$ cat src/rtl/unidad_de_control_multiciclo_pkg.sv
`default_nettype none
// ============================================================================
//  Module   : unidad_de_control_pkg
//  Contents : Shared opcodes, ALU/branch codes, instruction classes and FSM
//             states for the multi-cycle MIPS control unit.
//             The optional jump state is gated by UNIDAD_DE_CONTROL_JUMP_EN.
//  Revision : 1.0 - initial release
// ============================================================================
package unidad_de_control_pkg;

    localparam int OPCODE_W = 6;
    localparam int ALUOP_W  = 3;

    localparam logic [OPCODE_W-1:0] OP_RTYPE = 6'b000000;
    localparam logic [OPCODE_W-1:0] OP_J     = 6'b000010;
    localparam logic [OPCODE_W-1:0] OP_BEQ   = 6'b000100;
    localparam logic [OPCODE_W-1:0] OP_BNE   = 6'b000101;
    localparam logic [OPCODE_W-1:0] OP_BGTZ  = 6'b000111;
    localparam logic [OPCODE_W-1:0] OP_ADDI  = 6'b001000;
    localparam logic [OPCODE_W-1:0] OP_SUBI  = 6'b001001;
    localparam logic [OPCODE_W-1:0] OP_SLTI  = 6'b001010;
    localparam logic [OPCODE_W-1:0] OP_ANDI  = 6'b001100;
    localparam logic [OPCODE_W-1:0] OP_ORI   = 6'b001101;
    localparam logic [OPCODE_W-1:0] OP_LW    = 6'b100011;
    localparam logic [OPCODE_W-1:0] OP_SW    = 6'b101011;

    localparam logic [ALUOP_W-1:0] ALU_ADD   = ALUOP_W'(0);
    localparam logic [ALUOP_W-1:0] ALU_SUB   = ALUOP_W'(1);
    localparam logic [ALUOP_W-1:0] ALU_FUNCT = ALUOP_W'(2);
    localparam logic [ALUOP_W-1:0] ALU_OR    = ALUOP_W'(3);
    localparam logic [ALUOP_W-1:0] ALU_SLT   = ALUOP_W'(4);
    localparam logic [ALUOP_W-1:0] ALU_AND   = ALUOP_W'(5);

    localparam logic [1:0] BR_BEQ  = 2'b00;
    localparam logic [1:0] BR_BNE  = 2'b01;
    localparam logic [1:0] BR_BGTZ = 2'b10;

    localparam logic [1:0] SRCB_REG    = 2'b00;
    localparam logic [1:0] SRCB_FOUR   = 2'b01;
    localparam logic [1:0] SRCB_IMM    = 2'b10;
    localparam logic [1:0] SRCB_IMM_SH = 2'b11;

    localparam logic [1:0] PCSRC_ALU    = 2'b00;
    localparam logic [1:0] PCSRC_ALUOUT = 2'b01;
    localparam logic [1:0] PCSRC_JUMP   = 2'b10;

    typedef enum logic [2:0] {
        CLS_RTYPE   = 3'd0,
        CLS_LW      = 3'd1,
        CLS_SW      = 3'd2,
        CLS_IMM     = 3'd3,
        CLS_BRANCH  = 3'd4,
        CLS_JUMP    = 3'd5,
        CLS_ILLEGAL = 3'd6
    } instr_class_t;

    typedef enum logic [3:0] {
        ST_RESET     = 4'd0,
        ST_FETCH     = 4'd1,
        ST_DECODE    = 4'd2,
        ST_MEM_ADDR  = 4'd3,
        ST_MEM_READ  = 4'd4,
        ST_MEM_WB    = 4'd5,
        ST_MEM_WRITE = 4'd6,
        ST_R_EXEC    = 4'd7,
        ST_R_WB      = 4'd8,
        ST_IMM_EXEC  = 4'd9,
        ST_IMM_WB    = 4'd10,
        ST_BRANCH    = 4'd11,
`ifdef UNIDAD_DE_CONTROL_JUMP_EN
        ST_JUMP      = 4'd12,
`endif
        ST_HALT      = 4'd13
    } state_t;

endpackage
`default_nettype wire

$ cat src/rtl/unidad_de_control_multiciclo_if.sv
`default_nettype none
// ============================================================================
//  Module   : unidad_de_control_multiciclo_if
//  Contents : Opcode/handshake inputs and datapath control outputs of the
//             multi-cycle control unit; master = control unit, slave = datapath.
//  Revision : 1.0 - initial release
// ============================================================================
interface unidad_de_control_multiciclo_if;
    import unidad_de_control_pkg::*;

    logic [OPCODE_W-1:0] op_code;
    logic                memReady;
    logic                pcWrite, pcWriteCond, iorD, memRead, memWrite, irWrite;
    logic                memToReg, regDst, regWrite, aluSrcA;
    logic [1:0]          aluSrcB;
    logic [1:0]          pcSource;
    logic [ALUOP_W-1:0]  aluOp;
    logic [1:0]          branchType;
    logic                instrDone;
    logic                halted;

    modport master (
        input  op_code, memReady,
        output pcWrite, pcWriteCond, iorD, memRead, memWrite, irWrite,
               memToReg, regDst, regWrite, aluSrcA, aluSrcB, pcSource,
               aluOp, branchType, instrDone, halted
    );

    modport slave (
        output op_code, memReady,
        input  pcWrite, pcWriteCond, iorD, memRead, memWrite, irWrite,
               memToReg, regDst, regWrite, aluSrcA, aluSrcB, pcSource,
               aluOp, branchType, instrDone, halted
    );
endinterface
`default_nettype wire

$ cat src/rtl/unidad_de_control_multiciclo_decode.sv
`default_nettype none
// ============================================================================
//  Module   : control_opcode_decode
//  Contents : Combinational opcode classifier. Opcode 000010 is only legal
//             when UNIDAD_DE_CONTROL_JUMP_EN is defined.
//  Revision : 1.0 - initial release
// ============================================================================
module control_opcode_decode
    import unidad_de_control_pkg::*;
(
    input  logic [OPCODE_W-1:0] op_code_i,
    output instr_class_t        class_o,
    output logic [ALUOP_W-1:0]  imm_alu_op_o,
    output logic [1:0]          branch_type_o,
    output logic                illegal_o
);
    always_comb begin
        class_o       = CLS_ILLEGAL;
        imm_alu_op_o  = ALU_ADD;
        branch_type_o = BR_BEQ;
        case (op_code_i)
            OP_RTYPE: class_o = CLS_RTYPE;
            OP_LW:    class_o = CLS_LW;
            OP_SW:    class_o = CLS_SW;
            OP_ADDI:  begin class_o = CLS_IMM; imm_alu_op_o = ALU_ADD; end
            OP_SUBI:  begin class_o = CLS_IMM; imm_alu_op_o = ALU_SUB; end
            OP_ANDI:  begin class_o = CLS_IMM; imm_alu_op_o = ALU_AND; end
            OP_ORI:   begin class_o = CLS_IMM; imm_alu_op_o = ALU_OR;  end
            OP_SLTI:  begin class_o = CLS_IMM; imm_alu_op_o = ALU_SLT; end
            OP_BEQ:   begin class_o = CLS_BRANCH; branch_type_o = BR_BEQ;  end
            OP_BNE:   begin class_o = CLS_BRANCH; branch_type_o = BR_BNE;  end
            OP_BGTZ:  begin class_o = CLS_BRANCH; branch_type_o = BR_BGTZ; end
`ifdef UNIDAD_DE_CONTROL_JUMP_EN
            OP_J:     class_o = CLS_JUMP;
`endif
            default:  class_o = CLS_ILLEGAL;
        endcase
    end

    assign illegal_o = (class_o == CLS_ILLEGAL);
endmodule
`default_nettype wire

$ cat src/rtl/unidad_de_control_multiciclo.sv
`default_nettype none
// ============================================================================
//  Module   : unidad_de_control_multiciclo
//  Contents : Multi-cycle MIPS main control FSM with memory-ready stalls and
//             sticky halt. Define UNIDAD_DE_CONTROL_JUMP_EN to enable jumps.
//  Revision : 1.0 - initial release
// ============================================================================
module unidad_de_control_multiciclo
    import unidad_de_control_pkg::*;
(
    input  logic                          clk,
    input  logic                          rst_n,
    unidad_de_control_multiciclo_if.master bus
);
    state_t             state_q, state_d;
    instr_class_t       cls_q, cls_d;
    logic [ALUOP_W-1:0] imm_op_q, imm_op_d;
    logic [1:0]         bt_q, bt_d;

    instr_class_t       w_cls;
    logic [ALUOP_W-1:0] w_imm_op;
    logic [1:0]         w_bt;
    logic               w_illegal;

    control_opcode_decode u_decode (
        .op_code_i     (bus.op_code),
        .class_o       (w_cls),
        .imm_alu_op_o  (w_imm_op),
        .branch_type_o (w_bt),
        .illegal_o     (w_illegal)
    );

    always_ff @(posedge clk or negedge rst_n) begin
        if (!rst_n) begin
            state_q  <= ST_RESET;
            cls_q    <= CLS_RTYPE;
            imm_op_q <= ALU_ADD;
            bt_q     <= BR_BEQ;
        end else begin
            state_q  <= state_d;
            cls_q    <= cls_d;
            imm_op_q <= imm_op_d;
            bt_q     <= bt_d;
        end
    end

    always_comb begin
        state_d  = state_q;
        cls_d    = cls_q;
        imm_op_d = imm_op_q;
        bt_d     = bt_q;

        bus.pcWrite     = 1'b0;
        bus.pcWriteCond = 1'b0;
        bus.iorD        = 1'b0;
        bus.memRead     = 1'b0;
        bus.memWrite    = 1'b0;
        bus.irWrite     = 1'b0;
        bus.memToReg    = 1'b0;
        bus.regDst      = 1'b0;
        bus.regWrite    = 1'b0;
        bus.aluSrcA     = 1'b0;
        bus.aluSrcB     = SRCB_REG;
        bus.pcSource    = PCSRC_ALU;
        bus.aluOp       = ALU_ADD;
        bus.branchType  = BR_BEQ;
        bus.instrDone   = 1'b0;
        bus.halted      = 1'b0;

        case (state_q)
            ST_RESET: state_d = ST_FETCH;
            ST_FETCH: begin
                bus.memRead = 1'b1;
                bus.aluSrcB = SRCB_FOUR;
                bus.irWrite = bus.memReady;
                bus.pcWrite = bus.memReady;
                if (bus.memReady) state_d = ST_DECODE;
            end
            ST_DECODE: begin
                bus.aluSrcB = SRCB_IMM_SH;
                // Decode results are captured here so op_code may change afterwards.
                cls_d    = w_cls;
                imm_op_d = w_imm_op;
                bt_d     = w_bt;
                if (w_illegal) begin
                    state_d = ST_HALT;
                end else begin
                    case (w_cls)
                        CLS_LW, CLS_SW: state_d = ST_MEM_ADDR;
                        CLS_RTYPE:      state_d = ST_R_EXEC;
                        CLS_IMM:        state_d = ST_IMM_EXEC;
                        CLS_BRANCH:     state_d = ST_BRANCH;
`ifdef UNIDAD_DE_CONTROL_JUMP_EN
                        CLS_JUMP:       state_d = ST_JUMP;
`endif
                        default:        state_d = ST_HALT;
                    endcase
                end
            end
            ST_MEM_ADDR: begin
                bus.aluSrcA = 1'b1;
                bus.aluSrcB = SRCB_IMM;
                state_d     = (cls_q == CLS_SW) ? ST_MEM_WRITE : ST_MEM_READ;
            end
            ST_MEM_READ: begin
                bus.memRead = 1'b1;
                bus.iorD    = 1'b1;
                if (bus.memReady) state_d = ST_MEM_WB;
            end
            ST_MEM_WB: begin
                bus.regWrite  = 1'b1;
                bus.memToReg  = 1'b1;
                bus.instrDone = 1'b1;
                state_d       = ST_FETCH;
            end
            ST_MEM_WRITE: begin
                bus.memWrite  = 1'b1;
                bus.iorD      = 1'b1;
                bus.instrDone = bus.memReady;
                if (bus.memReady) state_d = ST_FETCH;
            end
            ST_R_EXEC: begin
                bus.aluSrcA = 1'b1;
                bus.aluOp   = ALU_FUNCT;
                state_d     = ST_R_WB;
            end
            ST_R_WB: begin
                bus.regWrite  = 1'b1;
                bus.regDst    = 1'b1;
                bus.instrDone = 1'b1;
                state_d       = ST_FETCH;
            end
            ST_IMM_EXEC: begin
                bus.aluSrcA = 1'b1;
                bus.aluSrcB = SRCB_IMM;
                bus.aluOp   = imm_op_q;
                state_d     = ST_IMM_WB;
            end
            ST_IMM_WB: begin
                bus.regWrite  = 1'b1;
                bus.instrDone = 1'b1;
                state_d       = ST_FETCH;
            end
            ST_BRANCH: begin
                bus.aluSrcA     = 1'b1;
                bus.aluOp       = ALU_SUB;
                bus.pcWriteCond = 1'b1;
                bus.pcSource    = PCSRC_ALUOUT;
                bus.branchType  = bt_q;
                bus.instrDone   = 1'b1;
                state_d         = ST_FETCH;
            end
`ifdef UNIDAD_DE_CONTROL_JUMP_EN
            ST_JUMP: begin
                bus.pcWrite   = 1'b1;
                bus.pcSource  = PCSRC_JUMP;
                bus.instrDone = 1'b1;
                state_d       = ST_FETCH;
            end
`endif
            ST_HALT: bus.halted = 1'b1;
            default: state_d = ST_RESET;
        endcase
    end
endmodule
`default_nettype wire

$ cat src/flat_wrapper.sv
// flat-port wrapper written by rule: the top's interface ports become plain ports
module unidad_de_control_multiciclo_flat import unidad_de_control_pkg::*;
  (clk, rst_n, bus_op_code, bus_memReady, bus_pcWrite, bus_pcWriteCond, bus_iorD, bus_memRead, bus_memWrite, bus_irWrite, bus_memToReg, bus_regDst, bus_regWrite, bus_aluSrcA, bus_aluSrcB, bus_pcSource, bus_aluOp, bus_branchType, bus_instrDone, bus_halted);
  unidad_de_control_multiciclo_if bus_i ();
  input  logic clk;
  input  logic rst_n;
  input wire logic [$bits(bus_i.op_code)-1:0] bus_op_code;
  input wire logic [$bits(bus_i.memReady)-1:0] bus_memReady;
  output wire logic [$bits(bus_i.pcWrite)-1:0] bus_pcWrite;
  output wire logic [$bits(bus_i.pcWriteCond)-1:0] bus_pcWriteCond;
  output wire logic [$bits(bus_i.iorD)-1:0] bus_iorD;
  output wire logic [$bits(bus_i.memRead)-1:0] bus_memRead;
  output wire logic [$bits(bus_i.memWrite)-1:0] bus_memWrite;
  output wire logic [$bits(bus_i.irWrite)-1:0] bus_irWrite;
  output wire logic [$bits(bus_i.memToReg)-1:0] bus_memToReg;
  output wire logic [$bits(bus_i.regDst)-1:0] bus_regDst;
  output wire logic [$bits(bus_i.regWrite)-1:0] bus_regWrite;
  output wire logic [$bits(bus_i.aluSrcA)-1:0] bus_aluSrcA;
  output wire logic [$bits(bus_i.aluSrcB)-1:0] bus_aluSrcB;
  output wire logic [$bits(bus_i.pcSource)-1:0] bus_pcSource;
  output wire logic [$bits(bus_i.aluOp)-1:0] bus_aluOp;
  output wire logic [$bits(bus_i.branchType)-1:0] bus_branchType;
  output wire logic [$bits(bus_i.instrDone)-1:0] bus_instrDone;
  output wire logic [$bits(bus_i.halted)-1:0] bus_halted;
  assign bus_i.op_code = bus_op_code;
  assign bus_i.memReady = bus_memReady;
  assign bus_pcWrite = bus_i.pcWrite;
  assign bus_pcWriteCond = bus_i.pcWriteCond;
  assign bus_iorD = bus_i.iorD;
  assign bus_memRead = bus_i.memRead;
  assign bus_memWrite = bus_i.memWrite;
  assign bus_irWrite = bus_i.irWrite;
  assign bus_memToReg = bus_i.memToReg;
  assign bus_regDst = bus_i.regDst;
  assign bus_regWrite = bus_i.regWrite;
  assign bus_aluSrcA = bus_i.aluSrcA;
  assign bus_aluSrcB = bus_i.aluSrcB;
  assign bus_pcSource = bus_i.pcSource;
  assign bus_aluOp = bus_i.aluOp;
  assign bus_branchType = bus_i.branchType;
  assign bus_instrDone = bus_i.instrDone;
  assign bus_halted = bus_i.halted;
  unidad_de_control_multiciclo u_core (.clk(clk), .rst_n(rst_n), .bus(bus_i));
endmodule
$ cat config.mk
export PLATFORM = sky130hd
export DESIGN_NAME = unidad_de_control_multiciclo_flat
export DESIGN_NICKNAME = d
export VERILOG_FILES = /design/src/rtl/unidad_de_control_multiciclo_pkg.sv /design/src/rtl/unidad_de_control_multiciclo_if.sv /design/src/rtl/unidad_de_control_multiciclo_decode.sv /design/src/rtl/unidad_de_control_multiciclo.sv /design/src/flat_wrapper.sv
export SDC_FILE = /design/constraint.sdc
export NUM_CORES = 1
export LEC_CHECK = 0
export CAP_MARGIN = 10
export CORE_MARGIN = 1.5
export CORE_UTILIZATION = 35
export DETAILED_ROUTE_END_ITERATION = 8
export PLACE_DENSITY = 0.61
export REMOVE_ABC_BUFFERS = 1
export SLEW_MARGIN = 20
export SYNTH_ARGS = -nofsm -noshare
export SYNTH_HDL_FRONTEND = slang
export SYNTH_HIERARCHICAL = 1
export SYNTH_SLANG_ARGS = --single-unit
$ cat constraint.sdc
create_clock -name clk -period 2.03 [get_ports clk]
set_input_delay 0.609 -clock clk [delete_from_list [all_inputs] [get_ports clk]]
set_output_delay 0.609 -clock clk [all_outputs]
set_load 0.005 [all_outputs]
==> summary.md, run 1 <==
| Metric | Value |
|---|---|
| Max-slew violation count | `0` |
| Number of CTS-inserted buffers | `3` |
| Status | `complete, but fails checks` |
| Relative area change from synthesis to final layout | `70.6%` |
| Most frequent cells after synthesis | `dfrtp_1 (12), nor2_1 (12), nand2_1 (11)` |
| Top-level port count | `30` |
| Core Rows | `19` |
| Top Usage Layer GRT | `met2` |
| Maximum fanout count along the critical path | `5` |
| Violated checks | `setup timing` |
| Ratio of routed vias to standard cells | `5.40` |
| Total negative slack for setup checks | `-17.7 ps` |
| Cell total after placement | `202` |
| Final GP Congestion | `0.781` |
| Quantity of I/O buffers inserted on ports | `28` |
| Clock latency on the worst-skew pair | `270 ps` |
| Hold Crit Class | `flop to flop` |
| Highest attainable clock frequency | `0.488 GHz` |
| Die Ht | `57.2 microns` |
| Total global routing overflow | `0` |
| Vias in the first global route | `1084` |
| Die width | `57.2 microns` |
| DRC violations left | `0` |
| Routed wire length | `3.15 mm` |
| Overall Global Routing Usage | `19.1%` |
| Yosys synthesis warning count | `6` |
| Yosys top cell by area | `dfrtp_1` |
| CTS tree | `done` |
| Number of antenna violations at the first check in global routing | `0` |
| Post-layout nets | `196` |
| Number of buffers inserted by hold repair at cts | `0` |
| Non-Filler Cell Area, Final | `0.00175 sq mm` |
| Mean instance size in the synthesized netlist | `8.57 sq um` |
| Part of the Yosys area used for sequential elements | `29.2%` |
| Fin cells | `216` |
| Cell type group with the largest total delay on the critical path | `flip-flops` |
| Effective utilization at floorplan | `37.0%` |
| Total clock sinks | `12` |
| CP max-delay cell | `dfrtp_2` |
| Routed Antenna Nets | `0` |
| Number of DRC violations after detailed-routing iteration 0 | `18` |
| Share of Yosys cell area claimed by the top area cell type | `29.2%` |
| Synth area leaders | `dfrtp_1 (29%), mux2_2 (5.5%), nor3_1 (4.4%), nor2_1 (4.4%), nand2_1 (4.0%)` |
| Longest individual stage delay on the worst path | `460 ps` |
| Pre-Repair DR Iteration Count | `4` |
| Area after DPL | `0.00153 sq mm` |
| ANT cells | `0` |
| Worst-case clock skew | `1.21 ps` |
| Worst voltage drop across the vdd grid | `0.808 mV` |
| H-Tree Depth | `1` |
| Hold violation count in the final report | `0` |
| Final min period | `2050 ps` |
| Async set-reset flop share out of synthesis | `100%` |
| Cell area after technology mapping | `0.00103 sq mm` |
| Met3 Track Usage GR | `2.95%` |
| Critical path buffers and inverters | `2` |
| Commonest register cell after synthesis | `dfrtp_1` |
| Setup violators final | `1` |
| Global-route track usage on met2 | `33.0%` |
| Setup repair after global routing missed its margin | `yes` |
| Number of cells produced by synthesis | `120` |
| Capturing element type of the critical path | `output port` |
| Clock transition at the registers of the reported paths | `70 ps` |
| Largest net degree at the start of global routing | `13` |
| Power, Total | `2.07 mW` |
| Max-slew headroom | `60.0%` |
| Fraction of layout instances using a drive strength above 1 | `51.9%` |
| Die footprint | `0.00327 sq mm` |
| Critical Path Start Type | `flop` |
| Number of synthesized flops with an enable pin | `0` |
| Post-detail-place hpwl | `2.12 mm` |
| Wire length per cell | `14.6 microns` |
| Series of cell instances along the critical path | `buf_4, nand2b_4, nor2_4, a211o_1, buf_2` |
| Global routing met1 resource utilization | `23.8%` |
| Number of register bits inferred by synthesis | `12` |
| Vias | `1167` |
| Cell area power density | `1180 mW/mm^2` |
| Final worst slack | `-17.7 ps` |
| Arrival @ worst endpoint | `1440 ps` |
| Number of maximum-capacitance constraint violations | `0` |
| Library cell used as clock root buffer | `clkbuf_4` |
| Standard cell core area | `0.00278 sq mm` |
| Worst slew pin tran | `598 ps` |
| Post-route fraction of the period consumed by the critical path | `101%` |
| Library cells used by synthesis | `44` |
| Setup CP Type | `flop to output port` |
| First-pass GRT wire length | `4.93 mm` |
| Clk buf depth | `2` |
| Static leakage | `0.836 nW` |
| Critical Path RT | `1420 ps` |
-- path summary, 6_finish.rpt --
path                                               start                       endpoint  slack (ps)  cells past startpoint
setup reg to reg           u_core/state_q[0]$_DFFE_PN0P_     u_core/bt_q[1]$_DFFE_PN0P_         300                      5
setup / recovery           u_core/state_q[1]$_DFFE_PN0P_                  bus_instrDone         -20                      5
max in group asynchronous                          rst_n  u_core/state_q[2]$_DFFE_PN0P_         890                      1
hold reg to reg               u_core/bt_q[0]$_DFFE_PN0P_     u_core/bt_q[0]$_DFFE_PN0P_         490                      1
hold / removal                u_core/bt_q[0]$_DFFE_PN0P_     u_core/bt_q[0]$_DFFE_PN0P_         490                      1
min in group asynchronous                          rst_n  u_core/state_q[0]$_DFFE_PN0P_         710                      1
-- timing repair --
action / CTS / global route
resized for setup: 82 / 18
endpoints found under the setup margin: 24 / 16
buffers inserted: 8 / 4
pin swaps: 6 / 5
-- cells in the final DEF (no fill, tap or decap), types with 3 or more instances in the layout --
cell type / n
buf_4: 40
dlygate4sd2_1: 13
nand2_1: 11
nor2_1: 10
dfrtp_1: 8
nor3_1: 7
buf_6: 6
nand2b_4: 5
mux2_2: 5
clkdlybuf4s15_2: 4
buf_2: 4
inv_1: 4
a21oi_1: 4
dfrtp_2: 4
clkbuf_4: 3
clkbuf_2: 3
-- worst register-to-register path, stage by stage, from the launching register on --
cell and delay, ps:
dfrtp_2 440, buf_4 140, nand2b_4 160, buf_4 140, nor3_4 350, mux2_2 390
-- kinds of logic after synthesis --
group,count (synthesis),share of synthesized area (%)
buffers and inverters,15,9.00
multiplexers,7,7.66
flip-flops,12,29.2
other,1,0.365
AO/OA/AOI/OAI,28,21.5
AND/OR/NAND/NOR,55,30.5
XOR/XNOR,2,1.70
-- metrics by stage --
step / setup WS, ps / util [%] / hold slack (ps)
2_1_floorplan: 148 / - / 313
3_3_place_gp: -527 / 54.8 / 462
3_5_place_dp: -591 / 54.8 / 471
4_1_cts: -71.9 / 61.1 / 488
5_1_grt: -78.1 / 63.1 / 516
6_report: -17.7 / 63.1 / 491
-- sequential cells by signal, summed over array words and instances, names as in the netlist --
signal and count:
u_core/state_q 4, u_core/imm_op_q 3, u_core/cls_q 3, u_core/bt_q 2
-- area by class of cell --
| type | instances | area [sq um] |
|---|---|---|
| fillers | 230 | 1030 |
| inverters | 4 | 15.0 |
| multi-input cells | 93 | 781 |
| well taps | 31 | 38.8 |
| repair buffers | 73 | 592 |
| clock buffers | 3 | 22.5 |
| flip-flops and latches | 12 | 305 |
-- per-layer routing --
layer	wire, microns	part of all wire, %
met5	0	0
met4	97	3.1
met3	164	5.2
met2	1630	52
met1	1260	40
-- where the power goes --
| group | total (mW) | switching [mW] | leakage (nW) | internal, mW |
|---|---|---|---|---|
| clock | 0.147 | 0.0788 | 0.0138 | 0.0686 |
| combinational | 1.50 | 0.649 | 0.673 | 0.854 |
| sequential | 0.419 | 0.0882 | 0.149 | 0.330 |
| total | 2.07 | 0.816 | 0.836 | 1.25 |
Note: power is estimated with default switching activity, not from simulation.
==> run 2, diff against run 1 <==
Settings changed: CTS_CLUSTER_SIZE from default to 8.
==> results of run 2 <==
The final DEF is identical to that of run 1; final timing and power are the same.
==> run 3, diff against run 2 <==
Settings changed: CORE_UTILIZATION 35 to 47, PLACE_DENSITY 0.61 to 0.78.
==> summary.md, run 3 (same netlist as run 1, synthesis figures left out) <==
| Metric | Value |
|---|---|
| Top library cells by usage in the layout, fill and taps aside | `buf_4 (38), buf_6 (25), nor2_1 (10), nand2_1 (10), nor3_1 (9)` |
| Static leakage | `0.897 nW (+7.4%)` |
| Post-detail-place hpwl | `2.38 mm (+12%)` |
| Max-slew headroom | `62.0% (+2.0 points)` |
| First-pass GRT wire length | `6.96 mm (+41%)` |
| Arrival @ worst endpoint | `1600 ps (+160 ps)` |
| HP Start | `u_core/bt_q[1]$_DFFE_PN0P_` |
| Highest attainable clock frequency | `0.452 GHz (-7.4%)` |
| Top-level port count | `30 (unchanged)` |
| Most frequent standard cell in the layout excluding fill and tap cells | `buf_4` |
| Setup repair after global routing missed its margin | `yes` |
| Fraction of power spent switching nets | `42.4% (+3.0 points)` |
| Maximum fanout count along the critical path | `4 (-1)` |
| Die footprint | `0.00248 sq mm (-24%)` |
| Ratio of routed vias to standard cells | `6.44 (+19%)` |
| Biggest register | `u_core/state_q` |
| Number of antenna violations at the first check in global routing | `0 (unchanged)` |
| Vias | `1442 (+24%)` |
| Total global routing overflow | `0 (unchanged)` |
| Count of cells along the worst hold path | `1 (unchanged)` |
| Routed Antenna Nets | `0 (unchanged)` |
| Capturing element type of the critical path | `output port` |
| Crit Reg-Reg Startpoint | `u_core/state_q[3]$_DFFE_PN0P_` |
| Die width | `49.8 microns (-13%)` |
| Internal power consumption | `1.52 mW (+22%)` |
| Number of maximum-capacitance constraint violations | `0 (unchanged)` |
| Cell total after placement | `196 (-3.0%)` |
| Hold violation count in the final report | `0 (unchanged)` |
| Fin cells | `224 (+3.7%)` |
| DRC violations left | `0 (unchanged)` |
| Share of power burned in registers | `16.4% (-3.8 points)` |
| Clock network power share | `7.9% (+0.8 points)` |
| Clock transition at the registers of the reported paths | `100 ps (+30 ps)` |
| Post-route fraction of the period consumed by the critical path | `109% (+8.1 points)` |
| Status | `complete, but fails checks` |
| Effective utilization at floorplan | `51.4% (+14 points)` |
| Relative area change from synthesis to final layout | `83.7%` |
| Psw | `1.12 mW (+38%)` |
| Clock latency on the worst-skew pair | `300 ps (+30 ps)` |
| Largest net degree at the start of global routing | `13 (unchanged)` |
| Max-slew violation count | `0 (unchanged)` |
| CTS tree | `done` |
| Flip-flop count of the largest register after layout | `4 (unchanged)` |
| Core Rows | `16 (-3)` |
| Worst-case clock skew | `17.1 ps (+15.9 ps)` |
| Wire length per cell | `24.0 microns (+65%)` |
| Vias in the first global route | `1343 (+24%)` |
| Post-layout nets | `207 (+5.6%)` |
| Fill cells | `67 (-71%)` |
| Final GP Congestion | `0.903 (+16%)` |
| Hold Crit Class | `flop to flop` |
| Critical Path RT | `1420 ps (about the same)` |
| Library cell used as clock root buffer | `clkbuf_4` |
| R2r worst-path depth | `7 (+2)` |
| ANT cells | `0 (unchanged)` |
| Critical Path Start Type | `flop` |
| Number of buffers inserted by hold repair at cts | `0 (unchanged)` |
| Standard cell core area | `0.00200 sq mm (-28%)` |
| Final standard cell utilization of the core | `94.4% (+31 points)` |
| Worst voltage drop across the vdd grid | `1.02 mV (+27%)` |
| Reg-to-Reg End | `u_core/state_q[1]$_DFFE_PN0P_` |
| Violated checks | `setup timing` |
| Setup violators final | `18 (+17)` |
| Combinational cell fraction of total power | `75.7% (+3.1 points)` |
| Pre-Repair DR Iteration Count | `4 (unchanged)` |
| Setup CP Type | `flop to output port` |
| Die Ht | `49.8 microns (-13%)` |
| Clk buf depth | `2 (unchanged)` |
| Total clock sinks | `12 (unchanged)` |
| Power, Total | `2.65 mW (+28%)` |
| Final worst slack | `-182 ps (-164 ps)` |
| Worst slew pin tran | `568 ps (-29.4 ps)` |
| R2r setup slk | `160 ps (-140 ps)` |
| Routed wire length | `5.38 mm (+71%)` |
| Worst Hold End | `u_core/bt_q[1]$_DFFE_PN0P_` |
| Overall Global Routing Usage | `38.7% (+20 points)` |
| H-Tree Depth | `1 (unchanged)` |
| Number of CTS-inserted buffers | `3 (unchanged)` |
| Total negative slack for setup checks | `-1570 ps (-1550 ps)` |
| Fraction of layout instances using a drive strength above 1 | `61.4% (+9.5 points)` |
| Final min period | `2210 ps (+164 ps)` |
| Largest registers ranked by flip-flop count | `u_core/state_q (4), u_core/cls_q (3), u_core/imm_op_q (3)` |
| Cell area power density | `1400 mW/mm^2 (+19%)` |
| Quantity of I/O buffers inserted on ports | `28 (unchanged)` |
| Number of DRC violations after detailed-routing iteration 0 | `109 (+91)` |
==> run 3: cell count changes in the layout (fill, tap and decap cells not counted), sizes merged <==
| cell | previous run | this run |
|---|---|---|
| buf | 50 | 72 |
| clkbuf | 6 | 9 |
| clkdlybuf4s15 | 6 | 2 |
| dlygate4sd2 | 13 | 4 |
==> run 3: what timing repair did <==
action / CTS / global route
endpoints found under the setup margin: 23 / 21
gates resized for setup: 119 / 31
pin swaps: 10 / 9
setup buffers: 17 / 11
==> run 3: how the worst max path moves through the flow <==
| stage | start | endpoint | slack, ps | cells past startpoint |
|---|---|---|---|---|
| 4_1_cts | u_core/state_q[3]$_DFFE_PN0P_ | bus_instrDone | -110 | 5 |
| 6_report | u_core/state_q[1]$_DFFE_PN0P_ | bus_aluOp[1] | -180 | 6 |
| 5_1_grt | u_core/state_q[1]$_DFFE_PN0P_ | bus_aluOp[1] | -230 | 6 |
| 3_3_place_gp | bus_op_code[0] | u_core/state_q[2]$_DFFE_PN0P_ | -540 | 7 |
| 2_1_floorplan | bus_op_code[2] | u_core/state_q[2]$_DFFE_PN0P_ | 150 | 6 |
| 3_5_place_dp | bus_op_code[0] | u_core/state_q[1]$_DFFE_PN0P_ | -620 | 6 |
==> run 3: power by group through the flow <==
stage / Clock (mW) / Combinational (mW) / Sequential [mW]
after CTS: 0.201 / 1.55 / 0.423
after global routing: 0.214 / 2.06 / 0.435
after floorplan: 0 / 0.459 / 0.464
final: 0.208 / 2.00 / 0.434
after detailed placement: 0 / 1.20 / 0.418
after global placement: 0 / 1.17 / 0.415
==> run 3: layout make-up <==
class,instances,area (sq um),area share (%)
Sequential cell,12,305,16.2
Clock buffer,4,36.3,1.92
Inverter,4,15.0,0.795
Timing Repair Buffer,84,718,38.0
Multi-Input combinational cell,93,781,41.3
Tap cell,27,33.8,1.79
==> run 3: worst max-delay path, cell delays in order, from the launching register on <==
cell	delay (ps)
dfrtp_2	450
buf_6	140
buf_6	120
nor2_1	140
nand2_1	130
a21oi_2	180
buf_2	140
==> run 3: through the flow <==
step                      setup slack [ps]  hold WS, ps  cell area, sq um
after floorplan                        148          313               951
after global placement                -537          474              1510
after detailed placement              -623          484              1510
after CTS                             -111          515              1770
after global routing                  -231          549              1890
final                                 -182          541              1890
==> run 3: metal layers <==
layer / up-vias / part of all wire (%) / track usage (%)
met1: 661 / 35 / 47.9
met4: 0 / 8.8 / 21.3
met2: 141 / 46 / 62.9
met5: - / 0 / 0
li1: 587 / - / -
met3: 53 / 10 / 7.27
